## src/rtl/forwarding_source.sv

```systemverilog
// Forwarding source: tracks producer registers in EX/MEM/WB and presents
// their live results, readiness and the multiply/divide freeze request.
package forwarding_pkg;
    typedef logic [4:0]  reg_t;
    typedef logic [31:0] int_t;

    typedef enum logic [1:0] {
        CLS_NONE   = 2'd0,
        CLS_ALU    = 2'd1,
        CLS_LOAD   = 2'd2,
        CLS_MULDIV = 2'd3
    } class_t;

    typedef struct packed {
        reg_t regDest;
        logic dataReady;
        int_t forwardingData;
    } forwarding_data_t;

    typedef forwarding_data_t [2:0] forwarding_datas_t;

    typedef struct packed {
        reg_t   dest;
        class_t cls;
    } slot_t;

    localparam slot_t HOLLOW = '{dest: 5'd0, cls: CLS_NONE};
endpackage

module forwarding_source
    import forwarding_pkg::*;
#(
    parameter int MULDIV_LATENCY = 4
) (
    input  logic              clock,
    input  logic              reset,
    input  logic              issueValid,
    input  reg_t              issueRegDest,
    input  logic [1:0]        issueClass,
    input  logic              hazardStall,
    input  logic              flush,
    input  int_t              exResult,
    input  int_t              memResult,
    input  int_t              wbResult,
    output forwarding_datas_t forwardingDatas,
    output logic              stallOut
);
    localparam logic [3:0] MD_LOAD = 4'(MULDIV_LATENCY - 1);

    typedef enum logic [1:0] {
        MODE_ADVANCE,
        MODE_BUBBLE,
        MODE_FREEZE
    } mode_t;

    slot_t [2:0] slots;
    slot_t [2:0] slots_next;
    slot_t       issue_slot;
    logic  [3:0] md_count;
    logic  [3:0] md_next;
    mode_t       mode;
    class_t      issue_cls;
    int_t        buses [3];

    assign issue_cls = class_t'(issueClass);
    assign buses[0]  = exResult;
    assign buses[1]  = memResult;
    assign buses[2]  = wbResult;

    assign stallOut = (slots[0].cls == CLS_MULDIV) && (md_count != 4'd0);

    always_comb begin
        issue_slot = HOLLOW;
        if (issueValid && issue_cls != CLS_NONE && issueRegDest != 5'd0) begin
            issue_slot = '{dest: issueRegDest, cls: issue_cls};
        end
    end

    always_comb begin
        mode = MODE_ADVANCE;
        if (stallOut) begin
            mode = MODE_FREEZE;
        end else if (hazardStall || flush) begin
            mode = MODE_BUBBLE;
        end
    end

    always_comb begin
        slots_next = slots;
        md_next    = (md_count != 4'd0) ? md_count - 4'd1 : 4'd0;
        unique case (mode)
            MODE_FREEZE: begin
                // The multi-cycle op stays in EX while older work drains.
                slots_next[2] = slots[1];
                slots_next[1] = HOLLOW;
            end
            MODE_BUBBLE: begin
                slots_next[2] = slots[1];
                slots_next[1] = slots[0];
                slots_next[0] = HOLLOW;
            end
            MODE_ADVANCE: begin
                slots_next[2] = slots[1];
                slots_next[1] = slots[0];
                slots_next[0] = issue_slot;
                if (issue_slot.cls == CLS_MULDIV) begin
                    md_next = MD_LOAD;
                end
            end
            default: begin
                slots_next = slots;
            end
        endcase
    end

    always_ff @(posedge clock or posedge reset) begin
        if (reset) begin
            slots    <= {HOLLOW, HOLLOW, HOLLOW};
            md_count <= 4'd0;
        end else begin
            slots    <= slots_next;
            md_count <= md_next;
        end
    end

    always_comb begin
        forwardingDatas = '0;
        for (int i = 0; i < 3; i++) begin
            forwardingDatas[i].regDest = slots[i].dest;
            forwardingDatas[i].forwardingData =
                (slots[i].cls == CLS_NONE) ? 32'd0 : buses[i];
            forwardingDatas[i].dataReady = 1'b1;
            unique case (slots[i].cls)
                CLS_LOAD:   forwardingDatas[i].dataReady = (i == 2);
                CLS_MULDIV: forwardingDatas[i].dataReady =
                                (i != 0) || (md_count == 4'd0);
                default:    forwardingDatas[i].dataReady = 1'b1;
            endcase
        end
    end
endmodule

```

## config.mk

```make
export PLATFORM = sky130hd
export DESIGN_NAME = forwarding_source
export DESIGN_NICKNAME = d
export VERILOG_FILES = /design/src/rtl/forwarding_source.sv
export SDC_FILE = /design/constraint.sdc
export NUM_CORES = 1
export LEC_CHECK = 0
export CAP_MARGIN = 20
export CELL_PAD_IN_SITES_DETAIL_PLACEMENT = 0
export CELL_PAD_IN_SITES_GLOBAL_PLACEMENT = 1
export CORE_AREA = 10 10 84 158
export CTS_BUF_LIST = sky130_fd_sc_hd__clkbuf_4
export DETAILED_ROUTE_END_ITERATION = 10
export DIE_AREA = 0 0 94 168
export GPL_ROUTABILITY_DRIVEN = 0
export PLACE_DENSITY_LB_ADDON = 0.1
export SYNTH_ARGS = -nofsm -noshare
export SYNTH_HDL_FRONTEND = slang
export SYNTH_SLANG_ARGS = --single-unit
```

## constraint.sdc

```tcl
create_clock -name clock -period 1.9 [get_ports clock]
set_input_delay 0.57 -clock clock [delete_from_list [all_inputs] [get_ports clock]]
set_output_delay 0.57 -clock clock [all_outputs]
set_load 0.005 [all_outputs]
```

### Yosys cells after proc, flatten, opt, wreduce, memory -nomap -nowiden

Cells that the tools add are included.
Widths: inputs -> output; s select.

| word-level totals | value |
|---|---|
| bits in registers | 25 |
| logic and storage cells | 42 |
| output and inout bits | 115 |
| bits of input ports | 108 |

| operators by class | value |
|---|---|
| reduce and logical (&&, ||, !) cells | 15 |
| eq/ne operators | 6 |
| mux-type cells | 13 |
| $add $sub $neg | 1 |

Operators by type and width:

| operator | number |
|---|---|
| $mux 32 | 3 |
| $pmux 14 s2 | 1 |
| $pmux 7 s2 | 1 |
| $mux 4 | 3 |
| $eq 2x2->1 const B | 5 |
| $logic_not 2->1 | 4 |
| $mux 7 | 1 |
| $reduce_bool 2->1 | 3 |
| $reduce_bool 5->1 | 1 |
| $logic_not 4->1 | 1 |
| $reduce_bool 4->1 | 1 |
| $sub 4x1->4 const B | 1 |
| $logic_and 1x1->1 | 3 |
| $eq 2x1->1 const B | 1 |
| $mux 1 | 2 |
| $mux 2 | 1 |
| $pmux 1 s2 | 1 |
| $reduce_or 2->1 | 1 |
| $logic_or 1x1->1 | 1 |

### Logic depth before layout (Yosys ltp)

Gate-level depths: netlist (run 1).

| logic depth | value |
|---|---|
| depth in word-level cells | 7 |
| depth in mapped cells | 4 |
| depth with buffers taken out | 4 |

### Worst setup path after synthesis (run 1)

No wires, ideal clock.

| path | value |
|---|---|
| path type | input to register |
| start | input port flush |
| end | register md_count[2] |
| setup time | 0.124 ns |
| data required time | 1.776 ns |
| arrival time | 1.434 ns |
| path buffers | 0 |
| slack | 0.342 ns |
| cell stages on the path | 4 |
| cell sequence | nor2_1 > o211ai_1 > or4_4 > a21boi_1 |

| between the ends | value |
|---|---|
| cells in the longest elaborated chain, start to end | 5 |

Ends and longest elaborated chain:

| element | RTL line | source |
|---|---|---|
| start, declared | 41 | `input logic flush,` |
| $logic_or 1x1->1 | 83 | `end else if (hazardStall \|\| flush) begin` |
| $mux 1 | 83 |  |
| $mux 2 | 81 | `if (stallOut) begin` |
| $logic_not 2->1 | 91 | `unique case (mode)` |
| $mux 4 | 91 |  |
| net md_next[2] | 60 | `logic [3:0] md_next;` |
| end signal, assigned | 122 | `md_count <= md_next;` |
| end, declared | 59 | `logic [3:0] md_count;` |

The timed path passes the listed nets, and every way through them passes these cells.
A chain may end at the register's enable or synchronous reset.

==> results.sh, run 1 <==
export IMPL_status="complete, but fails checks"
export IMPL_violations="negative setup slack"
export IMPL_ys_seq_elements=25
export IMPL_drt_pass1_iterations=4
export IMPL_min_from="forwardingDatas[71]"
export IMPL_grt_max_degree=33
export IMPL_area_growth_pct=136
export IMPL_r2r_cells=6
export IMPL_sequential_cell_area_um2=627
export IMPL_crit_required_ns=1.33
export IMPL_io_pin_count=223
export IMPL_busiest_layer="met2"
export IMPL_ant_nets=0
export IMPL_cts_buffer_depth=2
export IMPL_clkTransAtPathRegs_ns=0.14
export IMPL_setup_slack_ns=-0.0853
export IMPL_stdcell_count=559
export IMPL_start_util_pct=15.4
export IMPL_dpl_hpwl_um=7370
export IMPL_viasPerCell=3.77
export IMPL_met2_usage_pct=17.4
export IMPL_gr_total_overflow=0
export IMPL_drt_iter0_markers=33
export IMPL_track_usage_pct=9.57
export IMPL_fin_setup_tns_ns=-1.52
export IMPL_fmax_mhz=504
export IMPL_pwr_density_cell_mw_per_mm2=324
export IMPL_multi_input_area_um2=967
export IMPL_clock_sinks=25
export IMPL_worst_setup_path_start_kind="flip-flop"
export IMPL_crit_fanout=4
export IMPL_coreArea_mm2=0.0108
export IMPL_clock_latency_ns=0.31
export IMPL_drive_above_1_share_pct=36.5
export IMPL_maxCapViolCount=0
export IMPL_drc_errors=0
export IMPL_finalMaxSlewViolations=0
export IMPL_rows=54
export IMPL_grt_pass1_wl_um=12100
export IMPL_use_met1_pct=9.60
export IMPL_seq_area_frac_synth_pct=37.5
export IMPL_die_w_um=94
export IMPL_fin_skew_ns=0.00190
export IMPL_crit_slowest_cell="dfrtp_1"
export IMPL_critPathTopFamily="buffers and inverters"
export IMPL_die_area_mm2=0.0158
export IMPL_rrSetupSlack_ns=0.15
export IMPL_crit_arrival_ns=1.42
export IMPL_grt_pass1_vias=2087
export IMPL_nFillCells=1170
export IMPL_crit_path_end_kind="output port"
export IMPL_critPathKind="flip-flop to output port"
export IMPL_hold_end="forwardingDatas[109]"
export IMPL_yosys_warnings=0
export IMPL_cts_made_buffers=3
export IMPL_cp_cell_sequence="nor2_4 -> clkbuf_16 -> buf_8 -> buf_6 -> nor2b_1 -> buf_2"
export IMPL_ir_drop_mv=0.222
export IMPL_finalSetupViolCount=49
export IMPL_p_leak_nw=1.90
export IMPL_gr_usage_met3_pct=4.37
export IMPL_postSynthCellCount=197
export IMPL_drt_wl_total_um=9000
export IMPL_fin_crit_sh_pct=104
export IMPL_syn_cell_area_mm2=0.00167
export IMPL_r2r_end="md_count[2]"
export IMPL_avgSynthCellArea_um2=8.47
export IMPL_critical_path_buf_inv_count=4
export IMPL_hold_class="flip-flop to flip-flop"
export IMPL_total_power_mw=1.28
export IMPL_die_h_um=168
export IMPL_antenna_found_initial=0
export IMPL_cts_tree="built"
export IMPL_rsz0062_at_grt="yes"
export IMPL_dp_cells=542
export IMPL_wl_per_cell_um=16.1
export IMPL_period_needed_ns=1.99
export IMPL_diodes=0
export IMPL_hold_viol_final=0
export IMPL_portBuffers=221
export IMPL_final_net_count=528
export IMPL_ys_types=24
export IMPL_h_tree_depth=1
export IMPL_r2r_start="md_count[3]"
export IMPL_holdWs_ns=0.388
export IMPL_critPathMaxStageDelay_ns=0.42
export IMPL_synthesis_nets=305
export IMPL_cts_root_buf="clkbuf_4"
export IMPL_vias=2109
export IMPL_fin_util_pct=36.4
export IMPL_holdPathStages=0
==> layout make-up <==
type | instances | area share, %
sequential | 25 | 15.9
clock inverter | 1 | 0.191
tap | 140 | 4.45
timing repair buffer | 251 | 54.2
clock buffer | 3 | 0.572
multi-input combinational | 138 | 24.6
inverter | 1 | 0.0953
==> layer usage <==
layer,wire [um],vias up
met1,3290,923
met2,4710,150
met5,0,-
li1,-,1034
met3,954,2
met4,51,0
==> cell usage in the layout (no fill, tap or decap), drive strengths merged, types with 2 or more instances in the layout <==
cell and instances:
nor2b 103, o21ai 3, nor2 9, nand2 4
a22o 5, clkbuf 50, or4 2, clkdlybuf4s50 122
dfrtp 25, nand3 2, a21o 2, buf 81
==> through the flow <==
| step | cell area, um^2 | worst slack [ns] |
|---|---|---|
| 2_1_floorplan | 1670 | 0.342 |
| 3_3_place_gp | 4040 | -0.388 |
| 3_5_place_dp | 4040 | -0.388 |
| 4_1_cts | 3770 | -0.110 |
| 5_1_grt | 3940 | -0.194 |
| 6_report | 3940 | -0.0853 |
==> cells by family after synthesis <==
| family | count (synthesis) | synth area share, % |
|---|---|---|
| buf+inv | 34 | 11.3 |
| compound gates | 14 | 6.45 |
| simple gates | 123 | 44.5 |
| other cells | 1 | 0.225 |
| flops | 25 | 37.5 |
==> state kept, by name, indices dropped and copies added, names as in the netlist <==
register / cells
forwardingDatas: 15
slots: 6
md_count: 4
==> repair_timing <==
action                                  4_1_cts  5_1_grt
buffers inserted                              0        9
hold endpoints to repair                      0        0
resized for setup                           264      127
pin swaps                                     0        2
hold buffers                                  0        0
cloned                                        0        4
endpoints found under the setup margin       99       99
==> how the worst max path moves through the flow <==
stage / from / endpoint / depth (start not counted)
after CTS: slots[15] / forwardingDatas[84] / 4
after detailed placement: memResult[26] / forwardingDatas[64] / 3
after global routing: slots[14] / forwardingDatas[85] / 6
final: slots[14] / forwardingDatas[97] / 6
after global placement: memResult[25] / forwardingDatas[63] / 3
after floorplan: flush / md_count[2] / 4
==> worst reg2reg max path: stages, from the launching register on <==
cell and delay, ns:
dfrtp_1 0.42, nor2_1 0.14, buf_4 0.13, a21oi_2 0.05, buf_4 0.18, or4_4 0.58
a21boi_1 0.15
==> power breakdown <==
| group | internal, mW | switching (mW) |
|---|---|---|
| Clock | 0.0802 | 0.157 |
| Combinational | 0.350 | 0.141 |
| Sequential | 0.543 | 0.00689 |
==> synth_stat cells <==
library cell	n	area (um^2)
dfrtp_1	25	626
nand2b_1	1	6.26
a21oi_2	1	8.76
a22o_1	5	43.8
buf_4	16	120
nand2_1	4	15.0
clkbuf_1	16	60.1
o21ai_1	1	5.00
o211ai_1	1	7.51
or4_1	1	7.51
o21ai_0	2	10.0
nand3_1	2	10.0
o311a_1	1	10.0
inv_1	1	3.75
conb_1	1	3.75
nor3_1	1	5.00
nand3b_1	1	7.51
or4_4	1	11.3
nor2b_1	103	644
a21boi_1	1	7.51
a21o_1	2	15.0
nor2_2	1	6.26
buf_2	1	5.00
nor2_1	8	30.0
Note: power is estimated with default switching activity, not from simulation.
==> run 2, diff against run 1 <==
CTS_CLUSTER_SIZE = 10   (was default)
==> results of run 2 <==
Same layout as run 1: the final DEF is identical, and so are final timing and power.
==> RTL edit, RTL diff (flow settings as in run 2) <==
Make the reset (`reset`) synchronous in one clocked block.
--- a/src/rtl/forwarding_source.sv
+++ b/src/rtl/forwarding_source.sv
@@ -115,3 +115,3 @@
 
-    always_ff @(posedge clock or posedge reset) begin
+    always_ff @(posedge clock) begin
         if (reset) begin
Formal check against the unedited RTL: differs if reset is asserted again (counterexample within 4 cycles, from zero or initial values and one cycle with reset high); with reset held inactive, the same outputs for 10 cycles.
==> RTL edit against run 2 <==
- the flow still finishes with violations (setup timing)
- utilization shrank 1.1 points
- wire length grew 6.1%
- cell area shrank 3.1%
- critical path depth shrank 2
- area after synthesis grew 1.3%
- non-clock buffer count shrank 2
- first-iteration DRC count grew 45%
- worst setup slack lost 0.045 ns
- sequential cell count is the same
- power shrank 10%
- largest cell class unchanged
- largest power group unchanged
- highest routed layer unchanged
==> RTL edit: results (changes against run 2) <==
* Outcome: finished with violations
* Violations in the final reports: setup timing
* Fraction of layout cells with a size suffix above 1 at 0.356 (-0.00899)
* Hold WS at 0.468 ns (+0.0800 ns)
* Via count normalized by instance count at 3.79 (+0.53%)
* Post-synth ARST share at 0 (-1.00)
* Proportion of synthesized chip area in sequential cells at 0.296 (-0.0790)
* Non-clock buffering overhead at 0.525 (-0.0173)
* Power attributed to sequential cells at 0.530 mW (-3.6%)
* Power per standard cell area at 300 nW/um^2 (-7.6%)
* Number of cells on the worst hold path at 1 (+1)
* Clock network area share at 0.00787 (+0.000245)
* Number of cells in the design after placement at 568 (+4.8%)
* Final setup violation count at 2 (-96%)
* Slowest cell delay on critical path at 0.55 ns (+0.13 ns)
* First-pass GRT wire length at 13600 um (+12%)
* Multi-input gate share of the layout cell area at 0.285 (+0.0394)
* Final critical-path setup slack at -0.130 ns (-0.0448 ns)
* Via count of the first global-routing pass at 2302 (+10%)
* Syn nets at 321 (+5.2%)
* Reported leakage power at 1.74 nW (-8.2%)
* Hold Startpoint: forwardingDatas[73]$_SDFFE_PP0P_
* Antenna fix cells at 1 (+1)
* Dpl hpwl at 8270 um (+12%)
* Worst setup skew after layout at 0.00248 ns (+0.000576 ns)
* Startpoint of the worst register-to-register path: md_count[0]$_SDFF_PP0_
[RTL edit: cell types whose count changed after synthesis, moves of 3 or more]
cell,before,now
sky130_fd_sc_hd__dfrtp_1,25,0
sky130_fd_sc_hd__a21oi_1,0,7
sky130_fd_sc_hd__and2_2,0,6
sky130_fd_sc_hd__dfxtp_1,0,25
sky130_fd_sc_hd__nand3_1,2,5
sky130_fd_sc_hd__clkbuf_1,16,11
sky130_fd_sc_hd__nor2_1,8,3
sky130_fd_sc_hd__o2111ai_1,0,5
sky130_fd_sc_hd__a22o_1,5,0
[RTL edit: metal layers]
metal,up-vias,share of wire,global-route usage,wire [um]
li1,1118,-,-,-
met1,938,0.35,0.103,3300
met2,138,0.54,0.212,5130
met3,2,0.11,0.0454,1060
met4,0,0.0053,0.0219,51
met5,-,0,0,0
[RTL edit: logic make-up after synthesis]
family | share of synthesized area
AND/OR/NAND/NOR | 0.493
buffers and inverters | 0.107
flip-flops | 0.296
AO/OA/AOI/OAI | 0.103
other | 0.00222
[RTL edit: timing repair]
item / in CTS / in global routing
buffers inserted: 5 / 0
pin swaps: 7 / 2
resized for setup: 414 / 7
cloned: 1 / 0
endpoints found under the setup margin: 99 / 10
[RTL edit: how the worst max path moves through the flow]
stage                           startpoint                     end  slack [ns]  depth (start not counted)
floorplan                  issueRegDest[2]  md_count[1]$_SDFF_PP0_        0.18                          3
global placement     slots[0]$_SDFFE_PP0N_      forwardingDatas[6]       -0.53                          3
detailed placement            wbResult[30]    forwardingDatas[106]       -0.43                          3
CTS                 md_count[1]$_SDFF_PP0_                stallOut       -0.16                          4
global route        md_count[0]$_SDFF_PP0_                stallOut       -0.20                          4
finish              md_count[0]$_SDFF_PP0_                stallOut       -0.13                          4
